<file path="src/rtl/score_display_ctrl.sv">
// score_display_ctrl: owns BCD score/high score and selects what the seven-segment driver shows.
module score_display_ctrl #(
  parameter int ALT_PERIOD   = 200_000_000,
  parameter int BLINK_PERIOD = 25_000_000
) (
  input  logic        CLK100MHZ,
  input  logic        reset,
  input  logic        game_start,
  input  logic        game_over,
  input  logic        inc_valid,
  input  logic [3:0]  inc_amt,
  output logic [15:0] disp_bcd,
  output logic        blank,
  output logic        disp_sel,
  output logic        new_high,
  output logic [1:0]  state
);
  localparam int AW = $clog2(ALT_PERIOD + 1);
  localparam int BW = $clog2(BLINK_PERIOD + 1);
  localparam logic [AW-1:0] ALT_LAST = AW'(ALT_PERIOD - 1);
  localparam logic [BW-1:0] BLINK_LAST = BW'(BLINK_PERIOD - 1);
  typedef enum logic [1:0] {IDLE, PLAY, SHOW_SCORE, SHOW_HIGH} state_t;
  state_t st, st_nx;
  logic [15:0] score, score_nx, high, high_nx, sum, score_inc, disp_nx;
  logic [AW-1:0] alt_cnt, alt_nx;
  logic [BW-1:0] blink_cnt, blink_nx;
  logic [4:0] dig;
  logic [3:0] amt9;
  logic cy, blank_nx, new_high_nx, sel_nx;
  assign state = st;
  assign amt9 = (inc_amt > 4'd9) ? 4'd9 : inc_amt;
  // BCD ripple add of the clamped amount; carry out of thousands saturates
  always_comb begin
    sum = '0;
    cy = 1'b0;
    dig = '0;
    for (int i = 0; i < 4; i++) begin
      dig = {1'b0, score[4*i+:4]} + {1'b0, (i == 0) ? amt9 : 4'd0} + {4'd0, cy};
      cy = dig > 5'd9;
      sum[4*i+:4] = cy ? 4'(dig - 5'd10) : dig[3:0];
    end
    if (cy) sum = 16'h9999;
  end
  assign score_inc = inc_valid ? sum : score;
  always_comb begin
    st_nx = st;
    score_nx = score;
    high_nx = high;
    new_high_nx = new_high;
    alt_nx = '0;
    blink_nx = '0;
    blank_nx = 1'b0;
    if (game_start) begin
      st_nx = PLAY;
      score_nx = '0;
      new_high_nx = 1'b0;
    end else begin
      case (st)
        IDLE: st_nx = IDLE;
        PLAY: begin
          score_nx = score_inc;
          if (game_over) begin
            st_nx = SHOW_SCORE;
            if (score_inc > high) begin
              high_nx = score_inc;
              new_high_nx = 1'b1;
            end
          end
        end
        SHOW_SCORE: begin
          st_nx = (alt_cnt == ALT_LAST) ? SHOW_HIGH : SHOW_SCORE;
          alt_nx = (alt_cnt == ALT_LAST) ? '0 : alt_cnt + 1'b1;
        end
        SHOW_HIGH: begin
          st_nx = (alt_cnt == ALT_LAST) ? SHOW_SCORE : SHOW_HIGH;
          alt_nx = (alt_cnt == ALT_LAST) ? '0 : alt_cnt + 1'b1;
          if (alt_cnt != ALT_LAST && new_high) begin
            blink_nx = (blink_cnt == BLINK_LAST) ? '0 : blink_cnt + 1'b1;
            blank_nx = (blink_cnt == BLINK_LAST) ? ~blank : blank;
          end
        end
      endcase
    end
  end
  assign sel_nx = (st_nx == IDLE) || (st_nx == SHOW_HIGH);
  assign disp_nx = sel_nx ? high : score;
  always_ff @(posedge CLK100MHZ) begin
    if (reset) begin
      st <= IDLE;
      score <= '0;
      high <= '0;
      disp_bcd <= '0;
      blank <= 1'b0;
      disp_sel <= 1'b1;
      new_high <= 1'b0;
      alt_cnt <= '0;
      blink_cnt <= '0;
    end else begin
      st <= st_nx;
      score <= score_nx;
      high <= high_nx;
      disp_bcd <= disp_nx;
      blank <= blank_nx;
      disp_sel <= sel_nx;
      new_high <= new_high_nx;
      alt_cnt <= alt_nx;
      blink_cnt <= blink_nx;
    end
  end
endmodule

</file>
<file path="config.mk">
export PLATFORM = sky130hd
export DESIGN_NAME = score_display_ctrl
export DESIGN_NICKNAME = d
export VERILOG_FILES = /design/src/rtl/score_display_ctrl.sv
export SDC_FILE = /design/constraint.sdc
export NUM_CORES = 1
export LEC_CHECK = 0
export CAP_MARGIN = 30
export CORE_ASPECT_RATIO = 0.75
export CORE_MARGIN = 2
export CORE_UTILIZATION = 40
export CTS_CLUSTER_DIAMETER = 80
export CTS_CLUSTER_SIZE = 14
export DETAILED_ROUTE_END_ITERATION = 10
export GPL_TIMING_DRIVEN = 0
export PLACE_DENSITY = 0.66
export SLEW_MARGIN = 20
export SYNTH_ARGS = -nofsm -noshare
export SYNTH_HDL_FRONTEND = slang
export SYNTH_SLANG_ARGS = --single-unit
</file>
<file path="constraint.sdc">
create_clock -name CLK100MHZ -period 7.6 [get_ports CLK100MHZ]
set_clock_uncertainty 0.1 [all_clocks]
set_input_delay 1.52 -clock CLK100MHZ [delete_from_list [all_inputs] [get_ports CLK100MHZ]]
set_output_delay 1.52 -clock CLK100MHZ [all_outputs]
set_load 0.01 [all_outputs]
</file>
Word level (Yosys, flattened, before mapping)
Index checks and enable logic that the tools add are counted.
Word-level totals
  flip-flop bits (word level): 106
  bits of input ports: 9
  output and inout bits: 21
Cells by class
  $add $sub $neg: 9
  multiplexer cells: 12
  reduce and logical (&&, ||, !) cells: 11
  bitwise logic cells: 5
  equal/unequal tests: 7
  order comparisons: 6
Operators by type and width (count)
  16-bit two-way mux: 3
  28-bit by 1-bit adder with 28-bit output (second input constant): 1
  28-bit == test (second input constant): 1
  28-bit != test (second input constant): 1
  25-bit by 1-bit adder with 25-bit output (second input constant): 1
  25-bit == test (second input constant): 1
  5-bit by 4-bit greater-than comparator with 1-bit output (second input constant): 4
  16-bit greater-than comparator: 1
  4-bit two-way mux: 4
  4-bit by 1-bit adder with 5-bit output: 3
  4-bit subtractor (second input constant): 3
  2-bit one-hot mux with 4 select lines: 1
  4-bit OR reduction: 2
  2-bit == test (second input constant): 3
  4-bit by 4-bit adder with 5-bit output: 1
  1-bit inverter: 5
  5-bit OR reduction: 1
  4-bit greater-than comparator (second input constant): 1
  2-bit logical NOT: 2
  2-bit two-way mux: 2
  4-bit AND reduction: 1
  2-bit OR reduction: 2
  3-bit AND reduction: 1
  2-bit by 1-bit == test with 1-bit output (second input constant): 1
  3 further kinds: 4

Logic depth before layout (Yosys ltp)
Gate-level depths: netlist (run 1).
  depth after elaboration: 14
  mapped depth: 38
  mapped depth without buffers: 35

Worst setup path before layout (run 1)
Ideal clock, no wire load.
  path kind: in2reg
  start point: in inc_amt[2]
  end point: reg high[11]
  buffers on the path: 3
  library setup time: 0.139 ns
  arrival time: 8.032 ns
  setup slack: -0.670 ns
  cell stages on the path: 38
  required time: 7.361 ns
  cells stage by stage: o21ai_0 nand2b_1 ha_1 inv_1 fa_1 xor2_1 nand2_1 inv_1 o21ai_0 ha_1 ha_1 clkbuf_1 nor2b_1 o21ai_0 o311a_1 ha_1 ha_1 clkbuf_1 [... 2 more ...] o22ai_1 a21oi_1 ha_1 ha_1 nand2b_1 a31oi_1 o31ai_2 a22oi_1 nand2_1 inv_1 ha_1 nor2b_1 o211ai_1 a2111o_1 and3_1 clkbuf_1 nor2_2 a211oi_1
Between the ends
  word-level cells in the longest chain between the ends: 14
  elaborated cells between the ends (all ways): 20
  those cells by class: add/sub (7); order compare (6); mux (6); reduce/logical (1)
RTL lines
  start, declared: RTL line 11  | input logic [3:0] inc_amt,
  4-bit greater-than comparator: RTL line 31  | assign amt9 = (inc_amt > 4'd9) ? 4'd9 : inc_amt;
  4-bit two-way mux (*): RTL line 31
  4-bit by 4-bit adder with 5-bit output (*): RTL line 38  | dig = {1'b0, score[4*i+:4]} + {1'b0, (i == 0) ? amt9 : 4'd0} + {4'd0, cy};
  5-bit by 4-bit greater-than comparator with 1-bit output: RTL line 39  | cy = dig > 5'd9;
  4-bit by 1-bit adder with 5-bit output: RTL line 38
  5-bit by 4-bit greater-than comparator with 1-bit output: RTL line 39
  4-bit by 1-bit adder with 5-bit output: RTL line 38
  5-bit by 4-bit greater-than comparator with 1-bit output: RTL line 39
  4-bit by 1-bit adder with 5-bit output: RTL line 38
  5-bit by 4-bit greater-than comparator with 1-bit output: RTL line 39
  16-bit two-way mux (*): RTL line 42  | if (cy) sum = 16'h9999;
  16-bit two-way mux (*): RTL line 44  | assign score_inc = inc_valid ? sum : score;
  net score_inc[1]: RTL line 24  | logic [15:0] score, score_nx, high, high_nx, sum, score_inc, disp_nx;
  16-bit greater-than comparator (*): RTL line 64  | if (score_inc > high) begin
  4-bit AND reduction (no line) (*)
  end signal, assigned: RTL line 101  | high <= high_nx;
  end, declared: RTL line 24
The timed path passes the listed nets; every way through them passes the cells marked *.
A chain may end at the register's enable or synchronous reset.

Worst setup path after layout (run 1)
  start point: in inc_amt[2]
  end point: reg high[7]
Same word-level chain as after synthesis.

==> results of run 1 <==
[critical path, delay by kind of cell]
| kind | cells | cell delay [ns] |
|---|---|---|
| buf+inv | 4 | 0.43 |
| compound gates | 14 | 2.53 |
| fa+ha+maj | 8 | 1.82 |
| xor+xnor | 1 | 0.21 |
| simple gates | 9 | 1.23 |
[where the power goes]
group          total (mW)  internal (mW)  leakage (nW)  switching [mW]
Sequential          0.566          0.561         0.855         0.00540
Combinational       0.229          0.105          1.83           0.123
Clock               0.497          0.263         0.154           0.234
[through the flow]
step	std cells	total power [mW]	worst slack, ns
floorplan	714	0.675	-0.0229
global placement	942	0.714	-1.50
detailed placement	942	0.717	-1.64
CTS	1005	1.26	0.0190
global route	1019	1.33	-0.182
finish	1019	1.29	-0.0117
[worst paths after layout]
check	to	slack [ns]	cells after the start
max	high[7]	-0.01	36
min	alt_cnt[0]	0.34	1
max reg2reg	high[7]	0.95	41
min reg2reg	alt_cnt[0]	0.34	1
[registers in the layout, summed over array words and instances (netlist names)]
register / flops
alt_cnt: 28
blink_cnt: 25
disp_bcd: 16
high: 16
score: 16
state: 2
blank: 1
disp_sel: 1
new_high: 1
[per-layer routing]
layer	global-route usage, %	part of all wire (%)	routed length [microns]
met5	0	0	0
met4	9.19	2.8	483
met3	4.42	6.3	1070
met2	31.8	45	7750
met1	27.9	46	7810
[cell usage in the layout (no fill, tap or decap), drive strengths merged, types with 4 or more instances in the layout]
master / Yosys / routed
clkdlybuf4s50: 0 / 24
inv: 36 / 40
nand2b: 7 / 7
nand3: 26 / 26
ha: 31 / 31
clkbuf: 28 / 32
buf: 15 / 84
and2: 6 / 6
a22oi: 4 / 4
mux2i: 19 / 19
a31o: 5 / 5
and4: 8 / 8
o31ai: 5 / 5
xor2: 27 / 27
or2: 4 / 4
nor4: 7 / 7
nor3: 20 / 20
nor2: 99 / 100
o211ai: 6 / 6
dfxtp: 106 / 106
o22a: 4 / 4
xnor2: 25 / 25
nand2: 49 / 49
o21ai: 25 / 25
and3: 14 / 14
nand4: 23 / 23
nor2b: 9 / 9
a211oi: 14 / 14
a21oi: 42 / 42
or3: 4 / 4
[area by class of cell]
| class | instances | area, sq um |
|---|---|---|
| inverter | 36 | 135 |
| tap | 200 | 250 |
| buffer | 39 | 236 |
| fill | 1315 | 6740 |
| sequential | 106 | 2120 |
| clock inverter | 7 | 83.8 |
| timing repair buffer | 92 | 774 |
| multi-input combinational | 530 | 4080 |
| clock buffer | 9 | 225 |
[what timing repair did]
action,in CTS,in global routing
buffers inserted,49,15
gates cloned,2,2
hold endpoints to repair,0,0
pin swaps,30,40
resized for setup,50,46
endpoints found under the setup margin,17,17
[logic make-up after synthesis]
family	count (synthesis)	share of synthesized area, %
buf+inv	79	5.90
fa+ha+maj	32	6.73
simple gates	292	27.2
flops	106	35.0
compound gates	133	14.3
xor+xnor	52	7.51
mux	20	3.32
==> flow_metrics.tcl, run 1 <==
set metrics [dict create \
    required_ns 7.72 \
    synth.top_cell.area_share_pct 35.0 \
    fin_crit_ns 7.61 \
    syn_avg_cell_area_sq_um 8.49 \
    cts_tree "done" \
    syn_nets 755 \
    crit_start "inc_amt[2]" \
    cts_made_buffers 9 \
    stdcell_area_sq_mm 0.00791 \
    row_count 38 \
    rr_startpoint "score[0]" \
    violations "negative setup slack" \
    grt_pass1_wl_microns 27200 \
    synth_edf_count 0 \
    finalSetupViolCount 1 \
    die_y_microns 111 \
    dr.pass1.iters 5 \
    ys.flop_type "dfxtp_1" \
    cp_data_arrival_time_ns 7.74 \
    grt_pass1_vias 5420 \
    yosysWarnings 0 \
    ctsHoldBuffers 0 \
    syn_to_final_growth_pct 30.4 \
    grt_overflow 0 \
    grt_usage_pct 20.7 \
    peakVddDrop_mv 0.118 \
    postSynthCellCount 714 \
    placed_area_sq_mm 0.00677 \
    p_leak_nw 2.84 \
    place_congestion 0.919 \
    clock_latency_ns 0.36 \
    cpPeakStageDelay_ns 0.43 \
    die_area_sq_mm 0.0162 \
    routed_via_density 5.60 \
    totalWireLength_microns 17100 \
    clk_path_buf_depth 2 \
    cp_common_cell "ha_4" \
    htree_levels 3 \
    final_util_pct 54.0 \
    vias 5703 \
    fin_nets 855 \
    relSlewSlack_pct 57.7 \
    power_density_mw_per_mm2 163 \
    drc 0 \
    clkSlewWorstSetupHoldPaths_ns 0.08 \
    synthTopCellsByArea "dfxtp_1 35%, ha_1 6.4%, nor2_1 4.8%" \
    worstHoldPathType "flop to flop" \
    first_iter_violations 607 \
    cp_slowest_cell "o31ai_4" \
    n_antenna_cell 0 \
    hold_viol 0 \
    die_w_microns 146 \
    rsz0062_at_grt "true" \
    synth-seq-cells 106 \
    yosys.area.top_type "dfxtp_1" \
    grt_antenna_before_repair 0 \
    synth_commonest_cells "106 x dfxtp_1, 78 x nor2_1, 49 x nand2_1, 42 x a21oi_1, 36 x inv_1" \
    maxCapViolations 0 \
    cp-end-kind "flop" \
    root_buffer "clkbuf_16" \
    fmaxAchievable_mhz 131 \
    synth_area_sq_mm 0.00606 \
    fin_crit_sh_pct 100 \
    dp_hpwl_microns 11200 \
    ys_types 68 \
    drive_gt1_share_pct 25.4 \
    fin_hold_ws_ns 0.341 \
    numPortBuffers 28 \
    setup_tns_ns -0.0117 \
    crit_type "input port to flop" \
    hold_start "alt_cnt[0]" \
    worstMarginPinSlew_ns 0.634 \
    io_pins 30 \
    grt_max_degree 20 \
    start_kind "input port" \
    ant_nets 0 \
    ys_async_sr_fraction_pct 0 \
    coreArea_sq_mm 0.0146 \
    start_util_pct 41.4 \
    crit_fanout 6 \
    wl_per_cell_microns 16.8 \
    status "complete, but fails checks" \
    worst_slack_ns -0.0117 \
    cts_sinks 106 \
    yosysMostFrequentCell "dfxtp_1" \
    synth-seq-area-share_pct 35.0 \
    final-max-slew-violation-count 0 \
]
No activity file was read; power rests on OpenSTA's default activity.
==> run 2: changes to the inputs <==
ABC_AREA = 0   (was not set)
PLACE_DENSITY = 0.64   (was 0.66)
clock period = 7.75 ns   (was 7.6 ns; I/O delays follow)
==> run 2 against run 1 <==
Clock power is 8.2% lower; register-to-register slack gained 0.11 ns; critical path depth up 1; global-route usage fell by 0.42 points; non-clock buffer count fell by 19; die area unchanged; flip-flop and latch count stayed put; the flow now finishes without violations; cell area shrank 1.7%; combinational power fell by 14%; worst hold slack improved by 0.0072 ns; cell count is 1.9% lower; first-iteration DRC count shrank 22%.
==> flow_metrics.tcl, run 2 (synthesis results as in run 1) <==
set metrics [dict create \
    worst_slack_ns 0.0250 \
    clkSlewWorstSetupHoldPaths_ns 0.07 \
    clk_path_buf_depth 2 \
    cp-endpoint "high[7]" \
    holdPathStages 1 \
    power_density_mw_per_mm2 156 \
    clock_latency_ns 0.35 \
    layout_commonest_cell "dfxtp_1" \
    io_pins 30 \
    routed_via_density 5.52 \
    drc 0 \
    rr_startpoint "score[1]" \
    r2r-end "high[7]" \
    first_iter_violations 474 \
    start_util_pct 41.4 \
    die_w_microns 146 \
    root_buffer "clkbuf_16" \
    p_leak_nw 2.75 \
    row_count 38 \
    top_register "alt_cnt" \
    required_ns 7.86 \
    wl_per_cell_microns 16.1 \
    dr.pass1.iters 5 \
    cp_slowest_cell "a2111o_1" \
    relSlewSlack_pct 56.1 \
    drive_gt1_share_pct 22.8 \
    syn_to_final_growth_pct 28.3 \
    start_kind "input port" \
    peakVddDrop_mv 0.120 \
    ant_nets 0 \
    cp_common_cell "ha_4" \
    fin_nets 836 \
    pre_cts_slack_ns -1.53 \
    htree_levels 3 \
    n_antenna_cell 0 \
    totalWireLength_microns 16100 \
    cp-end-kind "flop" \
    crit_type "input port to flop" \
    grt_pass1_wl_microns 27100 \
    fin_crit_ns 7.73 \
    numPortBuffers 28 \
    finalSetupViolCount 0 \
    fin_crit_sh_pct 99.7 \
    worstHoldPathType "flop to flop" \
    place_congestion 0.924 \
    coreArea_sq_mm 0.0146 \
    cts_made_buffers 9 \
    largest_reg_flops 28 \
    final_cell_mix "106 x dfxtp_1, 76 x nor2_1, 47 x nand2_1, 37 x a21oi_1, 37 x buf_4" \
    final-max-slew-violation-count 0 \
    finalPower_mw 1.21 \
    cpPeakStageDelay_ns 0.41 \
    die_y_microns 111 \
    grt_overflow 0 \
    status "completed" \
    cts_tree "done" \
    grt_usage_pct 20.2 \
    grt_antenna_before_repair 0 \
    setup_tns_ns 0 \
    fmaxAchievable_mhz 129 \
    maxCapViolations 0 \
    vias 5516 \
    hold_viol 0 \
    worstMarginPinSlew_ns 0.659 \
    rsz0062_at_grt "true" \
    ff2ff_path_depth 33 \
    dp_hpwl_microns 11200 \
    worst-r2r-setup-slack_ns 1.06 \
    cts_sinks 106 \
    crit_fanout 6 \
    grt_pass1_vias 5528 \
    die_area_sq_mm 0.0162 \
    cp_data_arrival_time_ns 7.83 \
    crit_start "inc_amt[2]" \
    grt_max_degree 20 \
    reg_top3 "alt_cnt (28), blink_cnt (25)" \
]
## run 2: cell types whose count changed in the layout (fill, tap and decap cells not counted), sizes merged
cell | before | now
clkdlybuf4s15 | 0 | 1
clkinv | 2 | 3
bufinv | 1 | 0
clkbuf | 32 | 34
inv | 40 | 39
buf | 84 | 63
## run 2: how the worst min path moves through the flow
stage	startpoint	end	slack, ns
global route	alt_cnt[0]	alt_cnt[0]	0.38
global placement	alt_cnt[0]	alt_cnt[0]	0.33
CTS	alt_cnt[0]	alt_cnt[0]	0.35
floorplan	alt_cnt[0]	alt_cnt[0]	0.31
detailed placement	alt_cnt[0]	alt_cnt[0]	0.34
finish	alt_cnt[0]	alt_cnt[0]	0.35
## run 2: area by class of cell
| cell class | instances | area, sq um |
|---|---|---|
| inverters | 36 | 135 |
| repair buffers | 73 | 657 |
| clock inverters | 6 | 60.1 |
| plain buffers | 39 | 258 |
| multi-input cells | 530 | 4050 |
| fillers | 1348 | 6870 |
| clock buffers | 10 | 239 |
| well taps | 200 | 250 |
| flip-flops and latches | 106 | 2120 |
## run 2: per-layer routing
layer	track usage [%]	share of wire, %	vias up
li1	-	-	2682
met1	28.6	49	2660
met2	31.7	44	161
met3	3.84	6.3	13
met4	5.11	0.81	0
met5	0	0	-
## run 2: timing repair
action | 4_1_cts | 5_1_grt
buffers inserted | 30 | 12
pin swaps | 33 | 35
endpoints found under the setup margin | 17 | 17
hold buffers | 0 | 0
cloned | 2 | 3
gates resized for setup | 56 | 44
## run 2: critical path, delay by kind of cell
kind,cells,cell delay (ns)
AOI/OAI and AO/OA,14,2.47
adders and majority gates,8,1.84
and+or+nand+nor,9,1.19
buffers and inverters,5,0.55
xor gates and xnor gates,1,0.21
## run 2: report_power, final
part,switching (mW),internal (mW)
clock network,0.221,0.235
registers,0.00527,0.550
logic,0.108,0.0904
total,0.334,0.875
## run 2: through the flow
stage | util, % | std cells | hold WS [ns] | area (sq um)
2_1_floorplan | - | 714 | 0.313 | 6220
3_3_place_gp | 46.1 | 942 | 0.325 | 6750
3_5_place_dp | 46.1 | 942 | 0.336 | 6750
4_1_cts | 51.3 | 986 | 0.353 | 7510
5_1_grt | 53.1 | 1000 | 0.384 | 7770
6_report | 53.1 | 1000 | 0.348 | 7770
==> run 3: changes to the inputs <==
GPL_ROUTABILITY_DRIVEN = 0   (was not set)
==> results of run 3 <==
No change in the layout: final DEF, timing and power equal those of run 2.
